File: src/rtl/fetch_unit.sv
// fetch_unit: instruction-fetch stage between the PC register and decode.
// Issues in-order imem requests from pc_in, tracks their PCs in a tag FIFO,
// buffers returned words and presents {pc, instr} to decode on valid/ready.
// Drives the PC register (sequential +4 on accept, or redirect target).
// Optional feature macro: FETCH_MISALIGN_TRAP_EN (misaligned redirect traps
// into FAULT and presents a single if_fault entry).
module fetch_unit #(
  parameter logic [31:0] RESET_ADDR = 32'h0100_0000,
  parameter int          BUF_DEPTH  = 2
) (
  input  logic        clk,
  input  logic        rst,
  input  logic [31:0] pc_in,
  output logic        pc_en,
  output logic [31:0] pc_next,
  output logic        imem_req_valid,
  input  logic        imem_req_ready,
  output logic [31:0] imem_req_addr,
  input  logic        imem_rsp_valid,
  input  logic [31:0] imem_rsp_data,
  input  logic        redirect_valid,
  input  logic [31:0] redirect_pc,
  input  logic        halt,
  output logic        if_valid,
  input  logic        if_ready,
  output logic [31:0] if_pc,
  output logic [31:0] if_instr,
  output logic        if_fault
);

  localparam int AW = (BUF_DEPTH > 1) ? $clog2(BUF_DEPTH) : 1;
  localparam int CW = $clog2(BUF_DEPTH + 1);
  // Stale responses can pile up across back-to-back redirects; leave headroom.
  localparam int DW = CW + 4;
  localparam logic [CW:0] DEPTH_L = BUF_DEPTH[CW:0];

`ifdef FETCH_MISALIGN_TRAP_EN
  typedef enum logic [1:0] {RUN, HALTED, FAULT} state_t;
`else
  typedef enum logic [1:0] {RUN, HALTED} state_t;
`endif

  state_t        state, state_n;
  logic [31:0]   buf_pc    [BUF_DEPTH];
  logic [31:0]   buf_instr [BUF_DEPTH];
  logic [AW-1:0] buf_wp, buf_rp;
  logic [CW-1:0] buf_cnt;
  logic [31:0]   tag_mem   [BUF_DEPTH];
  logic [AW-1:0] tag_wp, tag_rp;
  logic [CW-1:0] outstanding;
  logic [DW-1:0] discard;
  logic [CW:0]   credit_used;
  logic          accept, rsp_keep, buf_push, buf_pop, fault_push;
  logic [31:0]   push_pc, push_instr, redir_target;
`ifdef FETCH_MISALIGN_TRAP_EN
  logic          redir_misaligned;
  logic          fault_pend;
  logic [31:0]   fault_pc;
  logic          buf_flt [BUF_DEPTH];
`endif

`ifdef FETCH_MISALIGN_TRAP_EN
  assign redir_target     = redirect_pc;
  assign redir_misaligned = (redirect_pc[1:0] != 2'b00);
`else
  assign redir_target     = redirect_pc & ~32'h3;
`endif

  // Credits: in-flight plus buffered entries never exceed the buffer size,
  // so a response always finds room.
  assign credit_used    = {1'b0, outstanding} + {1'b0, buf_cnt};
  assign imem_req_valid = !rst && (state == RUN) && !redirect_valid && (credit_used < DEPTH_L);
  assign imem_req_addr  = pc_in;
  assign accept         = imem_req_valid & imem_req_ready;

  // Enable is gated by rst because the PC register's enable beats its reset.
  assign pc_en   = !rst & (redirect_valid | accept);
  assign pc_next = redirect_valid ? redir_target : pc_in + 32'd4;

  // A response in the redirect cycle is stale by definition and is dropped.
  assign rsp_keep = imem_rsp_valid && (discard == '0) && !redirect_valid;
  assign if_valid = !rst && (buf_cnt != '0);
  assign buf_pop  = if_valid & if_ready;
  assign if_pc    = buf_pc[buf_rp];
  assign if_instr = buf_instr[buf_rp];

`ifdef FETCH_MISALIGN_TRAP_EN
  // Fault marker enters the buffer only once all stale words have drained.
  assign fault_push = (state == FAULT) && fault_pend && (discard == '0) && !redirect_valid;
  assign if_fault   = if_valid & buf_flt[buf_rp];
  assign push_pc    = fault_push ? fault_pc : tag_mem[tag_rp];
  assign push_instr = fault_push ? 32'h0 : imem_rsp_data;
`else
  assign fault_push = 1'b0;
  assign if_fault   = 1'b0;
  assign push_pc    = tag_mem[tag_rp];
  assign push_instr = imem_rsp_data;
`endif
  assign buf_push = rsp_keep | fault_push;

  // Next-state: redirect always wins; otherwise halt toggles RUN/HALTED.
  always_comb begin
    state_n = state;
    if (redirect_valid) begin
      state_n = halt ? HALTED : RUN;
`ifdef FETCH_MISALIGN_TRAP_EN
      if (redir_misaligned) state_n = FAULT;
`endif
    end else begin
      case (state)
        RUN:     if (halt)  state_n = HALTED;
        HALTED:  if (!halt) state_n = RUN;
        default: state_n = state;
      endcase
    end
  end

  // State register.
  always_ff @(posedge clk) begin
    if (rst) state <= RUN;
    else     state <= state_n;
  end

  // Counters and pointers; redirect flushes everything and converts the
  // in-flight requests into responses to throw away.
  always_ff @(posedge clk) begin
    if (rst) begin
      outstanding <= '0;
      discard     <= '0;
      buf_cnt     <= '0;
      buf_wp      <= '0;
      buf_rp      <= '0;
      tag_wp      <= '0;
      tag_rp      <= '0;
    end else if (redirect_valid) begin
      outstanding <= '0;
      discard     <= discard + DW'(outstanding) - DW'(imem_rsp_valid);
      buf_cnt     <= '0;
      buf_wp      <= '0;
      buf_rp      <= '0;
      tag_wp      <= '0;
      tag_rp      <= '0;
    end else begin
      outstanding <= outstanding + CW'(accept) - CW'(rsp_keep);
      if (imem_rsp_valid && (discard != '0)) discard <= discard - DW'(1);
      buf_cnt <= buf_cnt + CW'(buf_push) - CW'(buf_pop);
      if (buf_push) buf_wp <= buf_wp + AW'(1);
      if (buf_pop)  buf_rp <= buf_rp + AW'(1);
      if (accept)   tag_wp <= tag_wp + AW'(1);
      if (rsp_keep) tag_rp <= tag_rp + AW'(1);
    end
  end

  // Tag FIFO storage: PC of each accepted request, in issue order.
  always_ff @(posedge clk) begin
    if (rst) begin
      for (int i = 0; i < BUF_DEPTH; i++) tag_mem[i] <= RESET_ADDR;
    end else if (accept) begin
      tag_mem[tag_wp] <= pc_in;
    end
  end

  // Instruction buffer storage.
  always_ff @(posedge clk) begin
    if (!rst && buf_push) begin
      buf_pc[buf_wp]    <= push_pc;
      buf_instr[buf_wp] <= push_instr;
    end
  end

`ifdef FETCH_MISALIGN_TRAP_EN
  // Fault bookkeeping: remember the bad target until its marker is buffered.
  always_ff @(posedge clk) begin
    if (rst) begin
      fault_pend <= 1'b0;
      fault_pc   <= RESET_ADDR;
    end else if (redirect_valid) begin
      fault_pend <= redir_misaligned;
      fault_pc   <= redirect_pc;
    end else if (fault_push) begin
      fault_pend <= 1'b0;
    end
  end

  // Per-entry fault flag alongside the buffer.
  always_ff @(posedge clk) begin
    if (!rst && buf_push) buf_flt[buf_wp] <= fault_push;
  end
`endif

endmodule

File: config.mk
export PLATFORM = sky130hd
export DESIGN_NAME = fetch_unit
export DESIGN_NICKNAME = d
export VERILOG_FILES = /design/src/rtl/fetch_unit.sv
export SDC_FILE = /design/constraint.sdc
export NUM_CORES = 1
export LEC_CHECK = 0
export CORE_MARGIN = 2
export CORE_UTILIZATION = 50
export DETAILED_ROUTE_END_ITERATION = 10
export DONT_BUFFER_PORTS = 1
export PLACE_DENSITY = 0.71
export SETUP_SLACK_MARGIN = 0.15
export SLEW_MARGIN = 20
export SYNTH_ARGS = -nofsm -noshare
export SYNTH_HDL_FRONTEND = slang
export SYNTH_SLANG_ARGS = --single-unit
File: constraint.sdc
create_clock -name clk -period 11.6 [get_ports clk]
set_input_delay 2.32 -clock clk [delete_from_list [all_inputs] [get_ports clk]]
set_output_delay 2.32 -clock clk [all_outputs]
set_load 0.005 [all_outputs]
==> flow_summary.yaml <==
synthesis:
  synth_top_family_by_area: "simple AND/OR/NAND/NOR gates"
  synthFlopType: "edfxtp_1"
  muxShareOfSynthArea_pct: 11.27
  syn_avg_cell_area_um2: 13.73
  synth-simple-area-share_pct: 11.56
  ys_ff_latch: 209
  synthCells: 706
  synth_xor_area_share_pct: 2.169
  synth_edf_count: 192
  synth_fp_nets: 828
  seq_area_frac_synth_pct: 63.01
  yosysUniqueCellTypes: 51
  syn_area_um2: 9691
  ys_warn_count: 0
  synth-compound-area-share_pct: 4.338
  ys_async_sr_fraction_pct: 0
  synth_fa_ha_area_share_pct: 2.608
die:
  die-area_um2: 20510
  core_area_um2: 18830
  std_cell_rows: 50
  fp.dieH_um: 143.2
  ioPinCount: 235
  initial_core_util_pct: 51.46
  chipWidth_um: 143.2
clock_tree:
  cts_setup_buffers: 0
  clk_latency_ns: 0.49
  ctsLongestPathBuffers: 3
  root_buffer: "clkbuf_16"
  clkSinkCount: 209
  post_cts_resized: 0
  htree_levels: 1
  clkTransAtPathRegs_ns: 0.06
  cts_tree: "yes"
  hold_buffers: 0
  numCtsBuffers: 23
cells_and_area:
  diodes: 0
  nNetsFinal: 790
  final_area_um2: 10330
  syn_to_final_growth_pct: 6.560
  drive_gt1_share_pct: 17.77
  instances_no_fill: 941
  nFillCells: 1523
detailed_routing:
  dr.pass1.iters: 5
  wl_um: 20410
  ant_nets: 0
  route.detailed.drc: 0
  avgRoutedWirePerCell_um: 21.69
  via_per_inst: 5.719
  dr.first_iter.drc_count: 270
  via_count: 5382
sta:
  relSlewSlack_pct: 36.79
  worst_pin_slew_ns: 0.9482
  tns_ns: 0
  fin_worst_skew_ns: 0.009143
  timing.fmax_mhz: 155.2
  post-route-period-util_pct: 55.54
  finalSetupViolCount: 0
  rsz0062_at_grt: "no"
  hold_viol: 0
  drv_slew: 0
  period_needed_ns: 6.442
  fin_worst_hold_slack_ns: 0.5062
critical_path:
  cp-end-kind: "output port"
  cpMostUsedCell: "or4_1"
  cp_data_required_time_ns: 9.28
  slowest_delay_ns: 0.82
  worstPathCellList: "nand3_2, or4_1, or4_1, a31oi_1"
  crit_fanout: 17
  rr_worst_depth: 6
  cp_data_arrival_time_ns: 4.12
  critPathSlowestCell: "or4_1"
  critPathKind: "in -> out"
  start_kind: "primary input"
place:
  place_hpwl_um: 13520
  routabilityCongestion: 0.8139
  placed_cell_area_um2: 9671
  post-place-cells: 903
  numPortBuffers: 0
global_route:
  grt_max_degree: 65
  grt_overflow: 0
  grt_pass1_wl_um: 30420
  antenna_found_initial: 0
  first_global_vias: 5523
  grt_usage_pct: 19.41
min_path:
  whs_path_depth: 2
  hold_path_class: "reg -> reg"
run_status:
  status: "finished clean"
flow_run:
  cap_violations: 0
pwr:
  ir_drop_v: 0.00006967
  leakage_nw: 3.449
  p_total_mw: 1.653
  power_density_nw_per_um2: 160.1
[report_power, final]
group	internal [mW]	switching, mW
clock network	0.359	0.268
logic	0.0668	0.0913
registers	0.855	0.0131
[logic make-up (layout without fill, tap and decap cells)]
family,after synthesis,count (layout)
buf+inv,91,66
xor+xnor,24,24
compound gates,64,64
fa+ha+maj,19,19
flops,209,209
mux,97,97
other cells,1,1
simple gates,201,201
[worst paths after layout]
check	startpoint	endpoint	slack (ns)
max reg2reg	outstanding[0]	tag_mem[0][8]	7.82
min reg2reg	buf_rp	flip-flop	0.51
max	pc_in[16]	pc_next[29]	5.16
min	buf_rp	flip-flop	0.51
[layer usage]
layer	routed length, um	vias up	part of all wire, %	track usage (%)
met5	0	-	0	0
met4	425	0	2.1	5.676
met3	1924	37	9.4	5.667
met2	9761	239	48	33.77
met1	8296	2605	41	23.48
li1	-	2501	-	-
[worst max-delay path, delay by kind of cell]
| kind | cells | cell delay (ns) |
|---|---|---|
| compound gates | 1 | 0.26 |
| simple gates | 3 | 1.52 |
[synthesized netlist by cell type (13+ instances only)]
master,count,area [um^2]
xnor2_1,16,140.1
nand3_1,14,70.07
nor2_1,33,123.9
o21ai_0,13,65.06
clkbuf_1,25,93.84
nand2_1,22,82.58
mux2_2,74,833.3
edfxtp_1,192,5766
or4_1,17,127.6
inv_1,23,86.33
buf_4,33,247.7
and2_1,57,356.6
o31ai_1,14,105.1
ha_1,17,212.7
a31oi_1,17,106.4
nor3_1,18,90.09
mux2_1,23,259.0
dfxtp_1,17,340.3
[state kept, by name (all words and copies together), names as in the netlist, named ones only]
register     count
buf_cnt          2
buf_instr       64
buf_pc          64
buf_rp           1
buf_wp           1
discard          6
outstanding      2
state            1
tag_mem         64
tag_rp           1
tag_wp           1
[metrics by stage]
stage / setup WS [ns] / util (%)
floorplan: 3.727 / -
global placement: 5.238 / 51.36
detailed placement: 5.196 / 51.36
CTS: 5.197 / 54.78
global route: 5.073 / 54.84
finish: 5.158 / 54.84
[layout by cell type (no fill, tap or decap), types with 8 or more instances in the layout]
master and count:
o31ai_1 14, clkbuf_16 23, nand3_1 14, inv_1 23, mux2_2 74, edfxtp_1 192
ha_1 17, o21ai_0 13, xnor2_1 16, nand2_1 22, nor3_1 16, nor2_1 31
or4_1 17, clkinv_1 9, and2_1 57, xor2_1 8, a31oi_1 17, nand4_1 8
dfxtp_1 15, mux2_1 23
[layout make-up]
| type | instances | area (um^2) | share of cell area (%) |
|---|---|---|---|
| inverters | 24 | 90.09 | 0.8724 |
| well taps | 260 | 325.3 | 3.150 |
| clock inverters | 13 | 62.56 | 0.6058 |
| repair buffers | 4 | 30.03 | 0.2908 |
| multi-input cells | 406 | 3124 | 30.26 |
| flip-flops and latches | 209 | 6111 | 59.18 |
| clock buffers | 25 | 583.1 | 5.646 |
No activity file was read; power rests on OpenSTA's default activity.
